$ cat src/rtl/face_det_pkg.sv
// Shared types and constants for the face-detection front end: luma weights,
// engine FSM states, the 8-bit pixel triple and a constant ceil-log2 helper.
package face_det_pkg;

  localparam logic [7:0] LUMA_R = 8'd77;
  localparam logic [7:0] LUMA_G = 8'd150;
  localparam logic [7:0] LUMA_B = 8'd29;

  typedef enum logic [1:0] {IDLE, RUN, FLUSH} fsm_state_t;

  typedef struct packed {
    logic [7:0] r;
    logic [7:0] g;
    logic [7:0] b;
  } pixel_t;

  function automatic int clog2(longint unsigned v);
    longint unsigned t;
    int r;
    r = 0;
    t = (v > 0) ? v - 1 : 0;
    while (t > 0) begin
      r++;
      t = t >> 1;
    end
    return r;
  endfunction

endpackage

$ cat src/rtl/rgb_to_luma.sv
// First pipeline stage of the integral-image engine: registered RGB -> 8-bit luma
// with a clock enable, g = (77R + 150G + 29B) >> 8, truncated.
module rgb_to_luma
  import face_det_pkg::*;
(
  input  logic       clk,
  input  logic       en,
  input  pixel_t     pix,
  output logic [7:0] luma
);

  function automatic logic [7:0] luma_of(pixel_t p);
    logic [15:0] acc;
    acc = 16'(LUMA_R) * 16'(p.r) + 16'(LUMA_G) * 16'(p.g) + 16'(LUMA_B) * 16'(p.b);
    return 8'(acc >> 8);
  endfunction

  always_ff @(posedge clk) begin
    if (en) luma <= luma_of(pix);
  end

endmodule

$ cat src/rtl/integral_image_engine.sv
// Streaming integral-image generator with a single-row line buffer and valid/ready on both sides.
// Define SQ_INTEGRAL_EN to add the squared-luma integral on out_sq_ii.
module integral_image_engine
  import face_det_pkg::*;
#(
  parameter int IMG_W = 20,
  parameter int IMG_H = 20,
  parameter int PIX_W = 8,
  parameter int ACC_W = 17
) (
  input  logic             CLK,
  input  logic             RESET_N,
  input  logic             in_valid,
  output logic             in_ready,
  input  logic             in_sof,
  input  logic [PIX_W-1:0] VGA_R_in,
  input  logic [PIX_W-1:0] VGA_G_in,
  input  logic [PIX_W-1:0] VGA_B_in,
  output logic             out_valid,
  input  logic             out_ready,
  output logic [ACC_W-1:0] out_ii,
  output logic             out_eol,
  output logic             out_eof
`ifdef SQ_INTEGRAL_EN
  ,
  output logic [2*ACC_W-1:0] out_sq_ii
`endif
);

  localparam int XW = clog2(IMG_W);
  localparam int YW = clog2(IMG_H);
  localparam int SW = 2 * ACC_W;

  if (ACC_W < clog2(longint'(IMG_W) * IMG_H * 255 + 1)) begin : g_acc_w_check
    $error("ACC_W too narrow for IMG_W*IMG_H*255");
  end

  function automatic logic [7:0] msb8(logic [PIX_W-1:0] c);
    return 8'({c, 8'd0} >> PIX_W);
  endfunction

  fsm_state_t      state;
  logic [XW-1:0]   x_cnt;
  logic [YW-1:0]   y_cnt;
  logic            en;
  logic            accept;
  logic            take;
  logic            last;
  logic [XW-1:0]   px;
  logic [YW-1:0]   py;
  pixel_t          pix_p0;

  always_comb begin
    en       = !out_valid || out_ready;
    in_ready = en && (state != FLUSH);
    accept   = in_valid && in_ready;
    take     = accept && (in_sof || state == RUN);
    px       = in_sof ? '0 : x_cnt;
    py       = in_sof ? '0 : y_cnt;
    last     = take && (px == XW'(IMG_W - 1)) && (py == YW'(IMG_H - 1));
    pix_p0   = '{r: msb8(VGA_R_in), g: msb8(VGA_G_in), b: msb8(VGA_B_in)};
  end

  // Frame control: a mid-frame sof simply restarts the counters at (0,0).
  always_ff @(posedge CLK or negedge RESET_N) begin
    if (!RESET_N) begin
      state <= IDLE;
      x_cnt <= '0;
      y_cnt <= '0;
    end else begin
      if (take) begin
        if (last) begin
          state <= FLUSH;
          x_cnt <= '0;
          y_cnt <= '0;
        end else begin
          state <= RUN;
          if (px == XW'(IMG_W - 1)) begin
            x_cnt <= '0;
            y_cnt <= py + 1'b1;
          end else begin
            x_cnt <= px + 1'b1;
            y_cnt <= py;
          end
        end
      end else if (state == FLUSH && out_valid && out_ready && out_eof) begin
        state <= IDLE;
      end
    end
  end

  // ---- S1: luma conversion and pixel coordinates ----
  logic [7:0]    g_p1;
  logic [XW-1:0] x_p1;
  logic [YW-1:0] y_p1;
  logic          vld_p1;

  rgb_to_luma u_luma (
    .clk  (CLK),
    .en   (en),
    .pix  (pix_p0),
    .luma (g_p1)
  );

  always_ff @(posedge CLK or negedge RESET_N) begin
    if (!RESET_N) vld_p1 <= 1'b0;
    else if (en)  vld_p1 <= take;
  end

  always_ff @(posedge CLK) begin
    if (en) begin
      x_p1 <= px;
      y_p1 <= py;
    end
  end

  // ---- S2: row accumulation plus the line-buffer column above ----
  logic [ACC_W-1:0] lb [IMG_W];
  logic [ACC_W-1:0] row_sum;
  logic [ACC_W-1:0] row_nxt;
  logic [ACC_W-1:0] ii_p1;

  always_comb begin
    row_nxt = (x_p1 == '0) ? ACC_W'(g_p1) : row_sum + ACC_W'(g_p1);
    ii_p1   = row_nxt + ((y_p1 == '0) ? '0 : lb[x_p1]);
  end

  always_ff @(posedge CLK) begin
    if (en && vld_p1) begin
      row_sum  <= row_nxt;
      lb[x_p1] <= ii_p1;
    end
  end

  always_ff @(posedge CLK or negedge RESET_N) begin
    if (!RESET_N) begin
      out_valid <= 1'b0;
      out_ii    <= '0;
      out_eol   <= 1'b0;
      out_eof   <= 1'b0;
    end else if (en) begin
      out_valid <= vld_p1;
      if (vld_p1) begin
        out_ii  <= ii_p1;
        out_eol <= (x_p1 == XW'(IMG_W - 1));
        out_eof <= (x_p1 == XW'(IMG_W - 1)) && (y_p1 == YW'(IMG_H - 1));
      end
    end
  end

`ifdef SQ_INTEGRAL_EN
  logic [SW-1:0] sq_lb [IMG_W];
  logic [SW-1:0] sq_row;
  logic [SW-1:0] sq_nxt;
  logic [SW-1:0] sq_ii_p1;
  logic [15:0]   g2_p1;

  always_comb begin
    g2_p1    = 16'(g_p1) * 16'(g_p1);
    sq_nxt   = (x_p1 == '0) ? SW'(g2_p1) : sq_row + SW'(g2_p1);
    sq_ii_p1 = sq_nxt + ((y_p1 == '0) ? '0 : sq_lb[x_p1]);
  end

  always_ff @(posedge CLK) begin
    if (en && vld_p1) begin
      sq_row      <= sq_nxt;
      sq_lb[x_p1] <= sq_ii_p1;
    end
  end

  always_ff @(posedge CLK or negedge RESET_N) begin
    if (!RESET_N)                out_sq_ii <= '0;
    else if (en && vld_p1)       out_sq_ii <= sq_ii_p1;
  end
`endif

endmodule

$ cat config.mk
export PLATFORM = sky130hd
export DESIGN_NAME = integral_image_engine
export DESIGN_NICKNAME = d
export VERILOG_FILES = /design/src/rtl/face_det_pkg.sv /design/src/rtl/rgb_to_luma.sv /design/src/rtl/integral_image_engine.sv
export SDC_FILE = /design/constraint.sdc
export NUM_CORES = 1
export LEC_CHECK = 0
export BUFFER_PORTS_ARGS = -buffer_cell sky130_fd_sc_hd__buf_4
export CORE_MARGIN = 3
export CORE_UTILIZATION = 39
export CTS_BUF_LIST = sky130_fd_sc_hd__clkbuf_8 sky130_fd_sc_hd__clkbuf_16
export DETAILED_ROUTE_END_ITERATION = 6
export SYNTH_ARGS = -nofsm -noshare
export SYNTH_HDL_FRONTEND = slang
export SYNTH_SLANG_ARGS = --single-unit
$ cat constraint.sdc
create_clock -name CLK -period 12.9 [get_ports CLK]
set_input_delay 1.935 -clock CLK [delete_from_list [all_inputs] [get_ports CLK]]
set_output_delay 1.935 -clock CLK [all_outputs]
set_load 0.02 [all_outputs]
==> results.md <==
* Post-route minimum period at 7.581 ns
* Die area at 54910 µm²
* Post-CTS sizing at 0
* TritonCTS clock tree: built
* Reg2Reg Depth at 16
* Synth Area per Inst at 15.64 µm²
* Async SR Flop Fraction at 7.990%
* DP Wirelength at 28870 µm
* Biggest area consumer among synthesized cells: edfxtp_1
* M1 GR Usage at 24.05%
* Antenna violations before repair at 0
* DR vias at 11060
* Post-route ant nets at 0
* Die Height at 234.3 µm
* Setup TNS at 0 ns
* All-Layer GR Usage at 16.82%
* Area contributors post-synth: edfxtp_1 55%, mux4_2 11%, ha_1 6.8%
* Reg clk slew, reported paths at 0.06 ns
* Most frequent CP cell: fa_1
* Final #Nets at 1586
* Post-synth EDFFs at 375
* Routability cong. at 0.8120
* Area share of the largest cell type after synthesis at 55.38%
* Startpoint types: input pin
* Starting Density at 39.55%
* Worst setup EP type: flip-flop
* Residual DRC at 0
* Worst skew pair latency at 0.56 ns
* Slowest CP cell: fa_1
* IO Pins at 50
* Vias/cell at 5.260
* CP peak stage delay at 0.52 ns
* RSZ-0062 raised after global routing: false
* Max Cap Viol at 0
* CP arrival at 7.88 ns
* Num CTS Buffers at 42
* Actual slew at the worst max-slew pin at 1.013 ns
* DRT Pass-1 Iters at 4
* Slew Viols, Final at 0
* Critical path cell sequence: buf_4 -> ha_1 -> ha_1 -> inv_1 -> fa_1 -> fa_1 -> inv_1 -> ha_1 -> xnor2_1 -> fa_1 -> fa_1 -> inv_1 -> fa_1 -> fa_1 -> inv_1 -> ha_1 -> o21a_1 -> o22ai_1 -> o31ai_1 -> o31a_1 -> o21ai_0 -> a31oi_1 -> xnor2_1
* H-tree Lvls at 2
* Cells after Synth at 1300
* Drt wl/cell at 21.40 µm
* Syn_nets at 1496
* Hold Crit Depth at 2
* M2 GR Usage at 27.11%
* Fin. Hold Viols at 0
* Synth warn at 0
* Yosys cell types at 71
* Final Routed Wirelength at 45000 µm
* Max clock buf depth at 3
* Core area at 51410 µm²
* Critical path class: input pin to flip-flop
* Global-route wire length before repair at 69350 µm
* Num Clock Sinks at 413
* Hold Path Class: flip-flop to flip-flop
* Root Buffer: clkbuf_16
* Number of global-route vias before repair at 11500
* Port buffer count at 49
* Count leader, synth: edfxtp_1
* CP required at 13.19 ns
* Met3 GRT Util at 2.660%
* Fillers at 4523
* GRT busiest layer: met2
* Clock skew at 0.02674 ns
* Peak Freq at 131.9 MHz
* Largest net degree at the start of global routing at 48
* Crit-path max FO at 4
* Top cells by count, synth: 375 x edfxtp_1, 115 x inv_1, 110 x ha_1
* Finish-stage setup viols at 0
* Synthesized flop and latch total at 413
* Ys flop type: edfxtp_1
* Tcrit/Tclk final at 58.77%
* Share of cells above drive strength 1 at 20.87%
* Sequential fraction of the synthesis area at 59.93%
* Die Wd at 234.3 µm
* Slew headroom at 32.48%
* Initial DRC count at 922
* Layout area overhead at 13.99%
* Cell area after synthesis at 20330 µm²
* Hold Buf Count CTS at 0
* Ant diodes at 0
* Setup bufs post-CTS at 0
* # rows at 83
* Status: completed
* Gr ovfl total at 0
-- layer usage --
| metal | vias up | wire length, µm |
|---|---|---|
| met3 | 63 | 2189 |
| met5 | - | 0 |
| met2 | 247 | 21160 |
| met1 | 5676 | 20670 |
| li1 | 5076 | - |
| met4 | 0 | 980 |
-- worst max-delay path: cells and delay by family --
| kind | cells | cell delay (ns) |
|---|---|---|
| xor gates and xnor gates | 2 | 0.32 |
| adders and majority gates | 10 | 4.11 |
| buffers and inverters | 5 | 0.31 |
| AOI/OAI and AO/OA | 6 | 1.19 |
-- final timing paths --
check	to	from	slack, ns
max in group asynchronous	out_ii[3]	RESET_N	11.16
min in group asynchronous	y_cnt[4]	RESET_N	1.37
max reg2reg	out_ii[16]	flip-flop	6.77
min	x_cnt[1]	x_cnt[1]	0.49
max	u_luma.luma[7]	VGA_G_in[4]	5.32
min reg2reg	x_cnt[1]	x_cnt[1]	0.49
-- layout by cell type (no fill, tap or decap), drive strengths merged, types with 4 or more instances in the layout --
master      n
a2111oi     4
a21o       11
a21oi      40
a31oi       7
and3        6
buf        85
bufinv      7
clkbuf     42
clkinv     15
clkinvlp    9
dfrtp      33
dfxtp       5
edfxtp    375
fa         57
ha        110
inv       122
mux2       13
mux2i      16
mux4       97
nand2      80
nand2b     10
nand3      13
nand4       7
nor2       69
nor2b      23
nor3       14
o21a        9
o21ai      35
o21bai      8
o22ai       5
o31ai       6
or3         5
or4         6
xnor2      23
xor2       23
-- metrics by stage --
step                hold slack [ns]  instance area [µm²]  utilization (%)  std cells  setup slack (ns)
floorplan                    0.4526                20330                -       1300             5.190
global placement             0.4723                21730            42.28       2026             4.796
detailed placement           0.4728                21730            42.28       2026             4.655
CTS                          0.4897                23180            45.09       2103             5.258
global route                 0.5254                23180            45.09       2103             4.878
finish                       0.4862                23180            45.09       2103             5.319
-- cell families (layout without fill, tap and decap cells) --
| group | count (synthesis) | in the layout | share of synthesized area (%) |
|---|---|---|---|
| xor+xnor | 46 | 46 | 1.981 |
| compound gates | 142 | 142 | 4.498 |
| fa+ha+maj | 168 | 168 | 12.43 |
| buf+inv | 157 | 280 | 3.046 |
| simple gates | 248 | 248 | 5.840 |
| flops | 413 | 413 | 59.93 |
| mux | 126 | 126 | 12.27 |
-- registers in the layout (all words and copies together) (netlist names), 2 cells and up, named ones only --
register,count
lb,340
out_ii,17
row_sum,17
u_luma.luma,8
x_cnt,5
x_p1,5
y_cnt,5
y_p1,5
state,2
-- final cells by class --
type | instances | area, µm² | area share [%]
Timing Repair Buffer | 85 | 638.1 | 2.753
Multi-Input combinational cell | 730 | 7607 | 32.82
Inverter | 118 | 442.9 | 1.911
Sequential cell | 413 | 12190 | 52.61
Clock buffer | 42 | 1051 | 4.534
Tap cell | 680 | 850.8 | 3.671
Clock inverter | 35 | 394.1 | 1.700
Power is left out: the tool's default activity adds up to more than one toggle a clock period on the data nets, which glitch-free logic cannot reach.
